--- src/rtl/ram_march_bist.sv ---
// March C- style BIST engine for a single-port RAM with combinational read.
// Latency: busy for 4*(last_addr+1) cycles after start, then a one-cycle done pulse.
// No backpressure: one address per cycle; start is only sampled while idle.
// Optional macro RAM_BIST_FAIL_CAPTURE_EN adds first-failure address/data capture.
module ram_march_bist #(
    parameter int ADDR_WIDTH = 16,
    parameter int DATA_WIDTH = 32
) (
    input  logic                  clk,
    input  logic                  rst,
    input  logic                  start,
    input  logic [DATA_WIDTH-1:0] seed,
    input  logic [ADDR_WIDTH-1:0] last_addr,
    output logic                  busy,
    output logic                  done,
    output logic                  pass,
    output logic [15:0]           fail_cnt,
    output logic [ADDR_WIDTH-1:0] fail_addr,
    output logic [DATA_WIDTH-1:0] fail_data,
    output logic                  mem_we,
    output logic [ADDR_WIDTH-1:0] mem_addr,
    output logic [DATA_WIDTH-1:0] mem_din,
    input  logic [DATA_WIDTH-1:0] mem_dout
);

    typedef enum logic [2:0] {
        IDLE = 3'd0,
        M0   = 3'd1,
        M1   = 3'd2,
        M2   = 3'd3,
        M3   = 3'd4,
        DONE = 3'd5
    } state_t;

    state_t                state;
    logic [DATA_WIDTH-1:0] pat;
    logic [ADDR_WIDTH-1:0] last_q;

    logic [DATA_WIDTH-1:0] expect_dat;
    logic                  mismatch;
    logic                  first_fail;
    logic [15:0]           cnt_next;
    logic                  at_last;
    logic                  at_zero;
    logic                  start_acc;

    // Read compare against the current element's expected background; saturating count
    always_comb begin
        expect_dat = (state == M2) ? ~pat : pat;
        mismatch   = ((state == M1) || (state == M2) || (state == M3)) && (mem_dout != expect_dat);
        first_fail = mismatch && (fail_cnt == 16'd0);
        cnt_next   = fail_cnt;
        if (mismatch && (fail_cnt != 16'hFFFF)) begin
            cnt_next = fail_cnt + 16'd1;
        end
        at_last   = (mem_addr == last_q);
        at_zero   = (mem_addr == '0);
        start_acc = (state == IDLE) && start;
    end

    // March sequencer: every output is registered and set up one cycle ahead of use
    always_ff @(posedge clk) begin
        if (rst) begin
            state    <= IDLE;
            busy     <= 1'b0;
            done     <= 1'b0;
            pass     <= 1'b0;
            fail_cnt <= 16'd0;
            mem_we   <= 1'b0;
            mem_addr <= '0;
            mem_din  <= '0;
            pat      <= '0;
            last_q   <= '0;
        end else begin
            done     <= 1'b0;
            fail_cnt <= cnt_next;
            case (state)
                IDLE: begin
                    if (start) begin
                        pat      <= seed;
                        last_q   <= last_addr;
                        fail_cnt <= 16'd0;
                        pass     <= 1'b0;
                        busy     <= 1'b1;
                        mem_we   <= 1'b1;
                        mem_addr <= '0;
                        mem_din  <= seed;
                        state    <= M0;
                    end
                end
                M0: begin
                    if (at_last) begin
                        mem_addr <= '0;
                        mem_din  <= ~pat;
                        state    <= M1;
                    end else begin
                        mem_addr <= mem_addr + ADDR_WIDTH'(1);
                    end
                end
                M1: begin
                    if (at_last) begin
                        mem_addr <= last_q;
                        mem_din  <= pat;
                        state    <= M2;
                    end else begin
                        mem_addr <= mem_addr + ADDR_WIDTH'(1);
                    end
                end
                M2: begin
                    if (at_zero) begin
                        mem_addr <= '0;
                        mem_we   <= 1'b0;
                        mem_din  <= '0;
                        state    <= M3;
                    end else begin
                        mem_addr <= mem_addr - ADDR_WIDTH'(1);
                    end
                end
                M3: begin
                    if (at_last) begin
                        mem_addr <= '0;
                        busy     <= 1'b0;
                        done     <= 1'b1;
                        pass     <= (cnt_next == 16'd0);
                        state    <= DONE;
                    end else begin
                        mem_addr <= mem_addr + ADDR_WIDTH'(1);
                    end
                end
                DONE: begin
                    state <= IDLE;
                end
                default: begin
                    state <= IDLE;
                end
            endcase
        end
    end

`ifdef RAM_BIST_FAIL_CAPTURE_EN
    // Hold address and read data of the first mismatch of the run
    always_ff @(posedge clk) begin
        if (rst || start_acc) begin
            fail_addr <= '0;
            fail_data <= '0;
        end else if (first_fail) begin
            fail_addr <= mem_addr;
            fail_data <= mem_dout;
        end
    end
`else
    assign fail_addr = '0;
    assign fail_data = '0;
`endif

endmodule

--- config.mk ---
export PLATFORM = sky130hd
export DESIGN_NAME = ram_march_bist
export DESIGN_NICKNAME = d
export VERILOG_FILES = /design/src/rtl/ram_march_bist.sv
export SDC_FILE = /design/constraint.sdc
export NUM_CORES = 1
export LEC_CHECK = 0
export ABC_CLOCK_PERIOD_IN_PS = 4170
export CAP_MARGIN = 20
export CORE_MARGIN = 1
export CORE_UTILIZATION = 40
export CTS_CLUSTER_DIAMETER = 150
export DETAILED_ROUTE_END_ITERATION = 10
export GPL_TIMING_DRIVEN = 0
export HOLD_SLACK_MARGIN = 0.03
export PLACE_DENSITY = 0.72
export SYNTH_ARGS = -nofsm -noshare
export SYNTH_HDL_FRONTEND = slang
export SYNTH_SLANG_ARGS = --single-unit
--- constraint.sdc ---
create_clock -name clk -period 4.17 [get_ports clk]
set_clock_uncertainty 0.15 [all_clocks]
set_input_delay 0.834 -clock clk [delete_from_list [all_inputs] [get_ports clk]]
set_output_delay 0.834 -clock clk [all_outputs]
set_load 0.005 [all_outputs]
==> impl_results.md, run 1 <==
* Status: finished clean
* Total number of vias at around 7300
* Clk buf depth at 2
* Chip Height at between 100 and 150 µm
* Core Region at between 15000 and 20000 µm²
* CP Launch Type: flip-flop
* Final setup viols at 0
* Yosys Warn Count at 0
* Leakage at about 3.6 nW
* Num ports at ~200
* # diodes at 0
* Max Freq at around 0.26 GHz
* Syn_area_per_cell at between 7 and 8 µm²
* Worst-Skew Late Latency at between 0.4 and 0.5 ns
* TritonCTS Buffers at 17
* Register area share after synthesis at about a third
* Setup_tns at 0 ns
* Most common cell after layout, fill and taps aside: clkdlybuf4s50_1
* Slew headroom at a little over a third
* Initial DRC Count at about 590
* Die area at between 15000 and 20000 µm²
* Routed Antenna Nets at 0
* IO buf count at 150
* Setup ws final at approximately 0.34 ns
* Crit. End Element: flip-flop
* Gr usage total at 24.98%
* First-pass GRT wire length at around 36 mm
* Die W at 136.2 µm
* Nets at ~1200
* Root Buffer: clkbuf_16
* RSZ-0062 raised after global routing: no
* FFs w/ async S/R, synth at 0%
* Top FF cell, synth: dfxtp_1
* Endpoints failing hold at 0
* Number of max-cap violations at 0
* Post-synth cell types at ~60
* Clk pin slew, worst setup/hold paths at 0.06 ns
* Worst Path Required at approximately 4.3 ns
* H-tree Lvls at 4
* # DRC at 0
* CTS tree: built
* Fin crit share at between 90% and 100%
* Maximum vdd drop at 318.9 µV
* PD cells at 377.8 nW/µm²
* Post-layout min period at 3.826 ns
* Crit-path max FO at 10
* Layout area overhead at 35.55%
* Critical path class: reg -> reg
* Reg2reg end: mem_addr[4]
* HP Class: reg -> reg
* Final Wtd Congestion at around 0.91
* Post-synth EDFFs at 0
* Most frequent cells in the layout: 150 x clkdlybuf4s50_1, 137 x nand2_1, 119 x dfxtp_1
* Reg2Reg Setup Slack at approximately 0.34 ns
* Slew Limit Fails at 0
* Worst hold endpoint: mem_din[17]
* Pin count of the biggest net entering global routing at 17
* Drt pass-1 iters at 5
* R2r worst-path depth at 10
* Placed inst area at just over 9000 µm²
* CTS Sinks at around 120
* Hpwl dp at roughly 17 mm
* Fraction of layout cells with a size suffix above 1 at about 8.6%
* Cell depth of the worst hold path at 2
* Number of vias per cell at 5.333
* Worst-Margin Slew at slightly below 1 ns
* Tot Pwr at about 3.7 mW
* Cells after synthesis at a little over 900
* Drt total wl at 22.64 mm
* Start of the worst register-to-register path: mem_addr[3]
* Post-synthesis cell area at 7202 µm²
* Seq cells post-synth at 119
* Initial antenna violation count at 0
* Pre-CTS WS at -0.07041 ns
* Starting density of the core at between 40% and 50%
* Overflow after GRT at 0
* Hold path startpoint: mem_din[17]
* # rows at 48
* Drt wl/cell at ~16 µm
* Vias in the first global route at between 6000 and 7000
* Hold Slack at ~0.32 ns
* Design area at ~9800 µm²
* CP arrival at between 3 and 4 ns
-- registers in the layout (all words and copies together) (netlist names) --
register / flops
state: 3
pat: 32
pass: 1
done: 1
mem_we: 1
mem_din: 32
last_q: 16
fail_cnt: 16
mem_addr: 16
busy: 1
-- Yosys cell counts, types with 12 or more instances --
cell      number  area [µm²]
nand2_1      137       514.2
dfxtp_1      119        2382
a21oi_1      109       545.5
clkbuf_1      64       240.2
nor2_1        49       183.9
buf_4         48       360.4
xnor2_1       48       420.4
nand2b_1      47       294.0
mux2i_1       34       340.3
o221ai_1      32       280.3
xor2_1        27       236.5
nand3_1       21       105.1
o21ai_0       21       105.1
nor3_1        16       80.08
and3_1        13       81.33
nand4_1       12       75.07
-- metal layers --
metal	wire length, µm	track usage [%]	share of wire, %	vias up
met5	0	0	0	-
met4	510	9.938	2.3	0
met3	1771	7.122	7.8	37
met2	10590	40.24	47	287
met1	9768	31.21	43	3444
li1	-	-	-	3575
-- layout make-up --
class                      instances  area, µm²
clock inverter                    13      155.1
tap                              225      281.5
inverter                           8      30.03
sequential                       119       2382
clock buffer                      19      442.9
buffer                           120      654.4
timing repair buffer             150       1501
fill                            1660       7655
multi-input combinational        723       4314
-- critical path: stages (launching register included) --
cell      delay [ns]
dfxtp_1         0.32
clkbuf_1        0.36
xnor2_1         0.17
nand4_1         0.11
nor4_1          0.79
clkbuf_1        0.43
buf_1           0.46
clkbuf_1        0.49
nor2_1          0.10
a41oi_1         0.21
a21oi_1         0.09
-- worst max-delay path by stage --
stage                       from          end
global placement    mem_dout[22]         pass
CTS                 mem_dout[22]         pass
floorplan           mem_dout[22]         pass
detailed placement  mem_dout[22]         pass
global route         mem_addr[7]  mem_addr[4]
finish               mem_addr[3]  mem_addr[4]
-- repair_timing --
item                       4_1_cts  5_1_grt
hold buffers                     0        0
buffers inserted                 0        0
setup endpoints to repair        0        1
resized for setup                0        1
-- cell families (layout without fill, tap and decap cells) --
kind of cell               count (synthesis)  count (layout)  share of synthesized area (%)
muxes                                     35              35                          4.882
other                                      1              48                        0.05207
AOI/OAI and AO/OA                        218             218                          19.30
buffers and inverters                    128             310                          9.503
and+or+nand+nor                          344             344                          23.54
xor gates and xnor gates                  75              75                          9.121
adders and majority gates                  3               3                         0.5213
DFF                                      119             119                          33.08
-- report_power, final --
group          switching [mW]  internal [mW]  leakage, nW
registers              0.0793           1.23        0.973
clock network           0.560          0.949        0.288
logic                   0.462          0.410         2.30
-- through the flow --
step / util, % / cells
global placement: 52.60 / 1345
global route: 56.05 / 1377
floorplan: - / 970
CTS: 56.03 / 1377
finish: 56.05 / 1377
detailed placement: 52.60 / 1345
(Power assumes the default switching activity.)
==> inputs of run 2 (changes only) <==
--- a/config.mk
+++ b/config.mk
@@ -8,12 +8,12 @@
 export ABC_CLOCK_PERIOD_IN_PS = 4170
 export CAP_MARGIN = 20
 export CORE_MARGIN = 1
-export CORE_UTILIZATION = 40
+export CORE_UTILIZATION = 25
 export CTS_CLUSTER_DIAMETER = 150
 export DETAILED_ROUTE_END_ITERATION = 10
 export GPL_TIMING_DRIVEN = 0
 export HOLD_SLACK_MARGIN = 0.03
-export PLACE_DENSITY = 0.72
+export PLACE_DENSITY = 0.51
 export SYNTH_ARGS = -nofsm -noshare
 export SYNTH_HDL_FRONTEND = slang
 export SYNTH_SLANG_ARGS = --single-unit
==> run 2 against run 1 <==
First-iteration DRC count fell by 36%. Total power rose by 3.5%. Sequential cell count stayed put. Critical path type is now in -> reg. Critical endpoint is now pass. Largest power group unchanged.
==> impl_results.md, run 2 (synthesis results as in run 1) <==
* Status: finished clean
* Pin count of the biggest net entering global routing at 17 (unchanged)
* Grt met2 use at 27.86% (-12 points)
* M3 GR Usage at 4.855% (-2.3 points)
* Chip Height at 171.7 µm (+26%)
* Cell depth of the worst hold path at 2 (unchanged)
* # diodes at 0 (unchanged)
* Hold path startpoint: mem_din[1]
* Fin crit share at 91.75% (about the same)
* Slew headroom at 32.88% (-1.9 points)
* Reg2Reg Setup Slack at 0.41 ns (+0.07 ns)
* Reg2reg end: mem_addr[4]
* Overflow after GRT at 0 (unchanged)
* Met1 Resource Use GR at 22.62% (-8.6 points)
* Nets at 1225 (unchanged)
* Most common cell after layout, fill and taps aside: clkdlybuf4s50_1
* Root Buffer: clkbuf_16
* Gr usage total at 17.51% (-7.5 points)
* Hpwl dp at 19.46 mm (+13%)
* Pre-CTS WS at -0.2498 ns (-0.1794 ns)
* IO buf count at 150 (unchanged)
* Vias in the first global route at 6909 (+2.6%)
* Initial DRC Count at 377 (-36%)
* First-pass GRT wire length at 39.39 mm (+10%)
* Die area at 29490 µm² (+59%)
* CTS tree: built
* RSZ-0062 raised after global routing: no
* Crit path from: mem_dout[22]
* Start of the worst register-to-register path: mem_addr[3]
* Post-layout min period at 3.826 ns (-0.0003080 ns)
* Endpoints failing hold at 0 (unchanged)
* Drt pass-1 iters at 5 (unchanged)
* Register area at 2382 µm² (unchanged)
* Maximum vdd drop at 208.3 µV (-35%)
* Setup ws final at 0.3438 ns (+0.0003080 ns)
* Final Wtd Congestion at 0.8679 (-4.1%)
* Worst-Margin Slew at 1.005 ns (+0.02846 ns)
* Worst Path Required at 4.37 ns (+0.06 ns)
* Final core utilization at 35.60% (-20 points)
* Crit-path max FO at 9 (-1)
* Number of max-cap violations at 0 (unchanged)
* # rows at 61 (+27%)
* PD cells at 381.7 nW/µm² (+1.0%)
* Slew Limit Fails at 0 (unchanged)
* Clk pin slew, worst setup/hold paths at 0.06 ns (about the same)
* Multi-input logic area at 4319 µm² (+0.12%)
* Initial antenna violation count at 0 (unchanged)
* Final setup viols at 0 (unchanged)
* Number of vias per cell at 4.667 (-12%)
* H-tree Lvls at 4 (unchanged)
* CP Launch Type: primary input
* Most frequent cells in the layout: 150 x clkdlybuf4s50_1, 137 x nand2_1, 119 x dfxtp_1
* CP arrival at 4.03 ns (+0.07 ns)
* Drt total wl at 25.43 mm (+12%)
* Die W at 171.7 µm (+26%)
* Clk buf depth at 2 (unchanged)
* CTS Sinks at 119 (unchanged)
* Drt wl/cell at 16.62 µm (+1.1%)
* Crit. End Element: flip-flop
* Hold Slack at 0.3167 ns (-0.004070 ns)
* HP Class: reg -> reg
* Setup_tns at 0 ns (unchanged)
* GRT busiest layer: met2
* R2r worst-path depth at 10 (unchanged)
* Starting density of the core at 25.64% (-16 points)
* Core Region at 28090 µm² (+61%)
* Worst hold endpoint: mem_din[1]
* Worst-Skew Late Latency at 0.43 ns (about the same)
* Fillers at 3027 (+82%)
* Layout area overhead at 38.83%
* Total number of vias at 7140 (-2.8%)
* Biggest regs: mem_din (32), pat (32)
* Leakage at 3.577 nW (+0.49%)
* # DRC at 0 (unchanged)
* Num ports at 199 (unchanged)
* Max Freq at 0.2614 GHz (about the same)
* Critical path class: in -> reg
* Routed Antenna Nets at 0 (unchanged)
* TritonCTS Buffers at 17 (unchanged)
* Fraction of layout cells with a size suffix above 1 at 8.594% (unchanged)
[run 2: cell types whose count changed in the layout (fill, tap and decap cells not counted)]
cell        previous run  this run
clkinvlp_4             3         2
clkinv_2               5         1
inv_8                  0         1
nor2_4                 0         1
clkinv_4               2         4
inv_6                  0         1
nor2_2                 1         0
bufinv_16              3         4
[run 2: repair_timing]
item / CTS / global route
hold buffers: 0 / 0
gates resized for setup: 0 / 2
setup buffers: 0 / 0
endpoints found under the setup margin: 0 / 1
[run 2: final cells by class]
type	count	area share, %
Buffer	120	6.545
Timing Repair Buffer	150	15.02
Sequential cell	119	23.83
Inverter	8	0.3003
Clock inverter	13	1.952
Multi-Input combinational cell	723	43.20
Clock buffer	19	4.430
Tap cell	378	4.730
[run 2: worst max path at each step]
| stage | end | slack [ns] | cells after the start |
|---|---|---|---|
| floorplan | pass | 0.87 | 10 |
| global placement | pass | -0.19 | 11 |
| detailed placement | pass | -0.25 | 11 |
| CTS | pass | 0.16 | 11 |
| global route | pass | 0.1 | 11 |
| finish | pass | 0.34 | 11 |
[run 2: layer usage]
| layer | routed length, µm | part of all wire [%] | up-vias |
|---|---|---|---|
| met4 | 565 | 2.2 | 0 |
| met3 | 1715 | 6.7 | 37 |
| met2 | 11550 | 45 | 248 |
| met1 | 11590 | 46 | 3278 |
| met5 | 0 | 0 | - |
| li1 | - | - | 3577 |
[run 2: where the power goes]
part           leakage (nW)  total [mW]  internal (mW)  switching (mW)
Combinational          2.30       0.884          0.410           0.474
Sequential            0.973        1.31           1.23          0.0801
Clock                 0.306        1.62           1.02           0.600
Total                  3.58        3.82           2.66            1.15
[run 2: through the flow]
| stage | power, mW | area (µm²) | instances |
|---|---|---|---|
| floorplan | 1.828 | 7378 | 970 |
| global placement | 2.218 | 9353 | 1498 |
| detailed placement | 2.217 | 9353 | 1498 |
| CTS | 3.859 | 9991 | 1530 |
| global route | 4.001 | 9998 | 1530 |
| finish | 3.816 | 9998 | 1530 |
[run 2: worst max-delay path, cell delays in order]
cell             delay [ns]
clkdlybuf4s50_1        0.47
xor2_1                 0.18
or4_1                  0.54
nor4_1                 0.28
o2111ai_1              0.29
or2_1                  0.31
buf_6                  0.15
a41o_4                 0.27
a2111oi_4              0.37
o2111ai_1              0.18
o21ai_1                0.15
==> inputs of run 3 (changes only) <==
--- a/config.mk
+++ b/config.mk
@@ -14,6 +14,7 @@
 export GPL_TIMING_DRIVEN = 0
 export HOLD_SLACK_MARGIN = 0.03
 export PLACE_DENSITY = 0.51
+export SETUP_SLACK_MARGIN = 0.4
 export SYNTH_ARGS = -nofsm -noshare
 export SYNTH_HDL_FRONTEND = slang
 export SYNTH_SLANG_ARGS = --single-unit
==> run 3 against run 2 <==
Utilization rose by 0.28 points. Clock power barely moved. Worst hold slack barely moved. Setup slack improved by 0.19 ns. Die area did not move. Critical path depth did not move. Via count barely moved. Sequential power barely moved. Largest power group unchanged. Non-clock buffer count did not move. Critical endpoint unchanged. Combinational power rose by 1%. Fmax rose by 5.1%. First-iteration DRC count rose by 5.0%.
==> impl_results.md, run 3 (synthesis results as in run 1) <==
* Hold Slack at 0.3168 ns (+0.0001300 ns)
* Final core utilization at 35.87% (+0.28 points)
* Total number of vias at 7139 (-0.014%)
* Critical path class: in -> reg
* # diodes at 0 (unchanged)
* Worst-Skew Late Latency at 0.43 ns (about the same)
* Slew Limit Fails at 0 (unchanged)
* Max stage delay on crit path at 0.47 ns (-0.07 ns)
* Worst Path Required at 4.37 ns (about the same)
* First-pass GRT wire length at 39.34 mm (-0.12%)
* Pre-CTS WS at -0.2498 ns (unchanged)
* Routed Antenna Nets at 0 (unchanged)
* Setup_tns at 0 ns (unchanged)
* HP Class: reg -> reg
* Root Buffer: clkbuf_16
* Drt pass-1 iters at 5 (unchanged)
* Crit-path cells: clkdlybuf4s50_1, xor2_1, nand2_1, nor4_1, o2111ai_2, or2_1, buf_6, a41o_4, a2111oi_4, o2111ai_2, o21ai_1
* Clk pin slew, worst setup/hold paths at 0.06 ns (about the same)
* Leakage at 3.624 nW (+1.3%)
* TritonCTS Buffers at 17 (unchanged)
* Most frequent cells in the layout: 148 x clkdlybuf4s50_1, 137 x nand2_1, 119 x dfxtp_1
* Sw power at 1.163 mW (+0.74%)
* Number of vias per cell at 4.666 (about the same)
* Clock network power share at 42.5% (about the same)
* Highest-delay cell along the critical path: clkdlybuf4s50_1
* CTS Sinks at 119 (unchanged)
* Number of max-cap violations at 0 (unchanged)
* Initial antenna violation count at 0 (unchanged)
* Num ports at 199 (unchanged)
* CP Launch Type: primary input
* Drt total wl at 25.49 mm (+0.26%)
* Fin crit share at 87.29% (-4.5 points)
* Top delay family on crit path: compound AO/OA/AOI/OAI gates
* Fillers at 3020 (-0.23%)
* Crit-path max FO at 9 (unchanged)
* Status: finished clean
* Most common cell after layout, fill and taps aside: clkdlybuf4s50_1
* Internal power at 2.667 mW (+0.19%)
* Post-CTS setup buffers at 0 (unchanged)
* Max Freq at 0.2747 GHz (+5.1%)
* Most frequent CP cell: o2111ai_2
* Final setup viols at 0 (unchanged)
* Logic pwr share at 23.3% (about the same)
* Final Wtd Congestion at 0.8679 (unchanged)
* Sequential power share at 34.2% (about the same)
* Pin count of the biggest net entering global routing at 17 (unchanged)
* Core Region at 28090 µm² (unchanged)
* RSZ-0062 raised after global routing: no
* Biggest regs: mem_din (32), pat (32)
* Vias in the first global route at 6912 (+0.043%)
* # DRC at 0 (unchanged)
* Chip Height at 171.7 µm (unchanged)
* Placed inst area at 9353 µm² (unchanged)
* Drt wl/cell at 16.66 µm (+0.26%)
* Maximum vdd drop at 207.7 µV (-0.32%)
* Cts hold-fix bufs at 0 (unchanged)
* IO buf count at 150 (unchanged)
* Sw Share at 30.37% (+0.12 points)
* Nets at 1225 (unchanged)
* Slew headroom at 32.29% (-0.59 points)
* Overflow after GRT at 0 (unchanged)
* Buf/Inv on CP at 2 (unchanged)
* # rows at 61 (unchanged)
* Design area at 10080 µm² (+0.78%)
* Fraction of layout cells with a size suffix above 1 at 9.722% (+1.1 points)
* Endpoints failing hold at 0 (unchanged)
* Die area at 29490 µm² (unchanged)
* Worst-Margin Slew at 1.013 ns (+0.008889 ns)
* Hpwl dp at 19.46 mm (unchanged)
* CP arrival at 3.84 ns (-0.19 ns)
* Starting density of the core at 25.64% (unchanged)
* PD cells at 380.1 nW/µm² (-0.42%)
* Clk buf depth at 2 (unchanged)
* Die W at 171.7 µm (unchanged)
* Initial DRC Count at 396 (+5.0%)
* H-tree Lvls at 4 (unchanged)
* Layout area overhead at 39.91%
* CTS tree: built
* Post-layout min period at 3.640 ns (-0.1861 ns)
* Crit. End Element: flip-flop
* Setup ws final at 0.5300 ns (+0.1861 ns)
* Gr usage total at 17.49% (-0.020 points)
## run 3: per-stage QoR
stage                     cells  total power, mW
after global routing       1530            4.013
after floorplan             970            1.828
final                      1530            3.830
after CTS                  1530            3.860
after global placement     1498            2.218
after detailed placement   1498            2.217
## run 3: routing by layer
layer | global-route usage, % | part of all wire (%) | vias up
met2 | 28.01 | 46 | 245
met4 | 5.848 | 2.3 | 0
met5 | 0 | 0 | -
met1 | 22.48 | 45 | 3284
met3 | 4.855 | 6.6 | 36
li1 | - | - | 3574
## run 3: area by class of cell
cell class / count / area, µm² / share of cell area, %
Buffer: 120 / 660.6 / 6.557
Timing Repair Buffer: 150 / 1506 / 14.95
Multi-Input combinational cell: 723 / 4385 / 43.52
Sequential cell: 119 / 2382 / 23.64
Tap cell: 378 / 473.0 / 4.694
Clock inverter: 13 / 195.2 / 1.937
Inverter: 8 / 30.03 / 0.2980
Clock buffer: 19 / 442.9 / 4.396
## run 3: worst register-to-register path: cells and delay by family, from the launching register on
| kind | cells | cell delay [ns] |
|---|---|---|
| buf+inv | 2 | 0.75 |
| xor+xnor | 1 | 0.18 |
| flops | 1 | 0.33 |
| simple gates | 3 | 1.53 |
| compound gates | 2 | 0.44 |
## run 3: worst paths after layout
| kind | from | to | slack [ns] | depth (start not counted) |
|---|---|---|---|---|
| worst max register to register | mem_addr[9] | mem_addr[10] | 0.72 | 8 |
| worst min register to register | mem_din[1] | mem_din[1] | 0.32 | 2 |
| worst max-delay path | mem_dout[7] | pass | 0.53 | 11 |
| worst min-delay path | mem_din[1] | mem_din[1] | 0.32 | 2 |
## run 3: power by group through the flow
stage	clock network [mW]	registers [mW]	logic, mW
2_1_floorplan	0	1.32	0.511
5_1_grt	1.71	1.32	0.986
3_3_place_gp	0	1.33	0.886
4_1_cts	1.66	1.31	0.891
3_5_place_dp	0	1.33	0.885
6_report	1.63	1.31	0.894
## run 3: what timing repair did
action                     CTS  global route
resized for setup            4            20
cloned                       0             0
setup endpoints to repair    1            41
pin swaps                    0             6
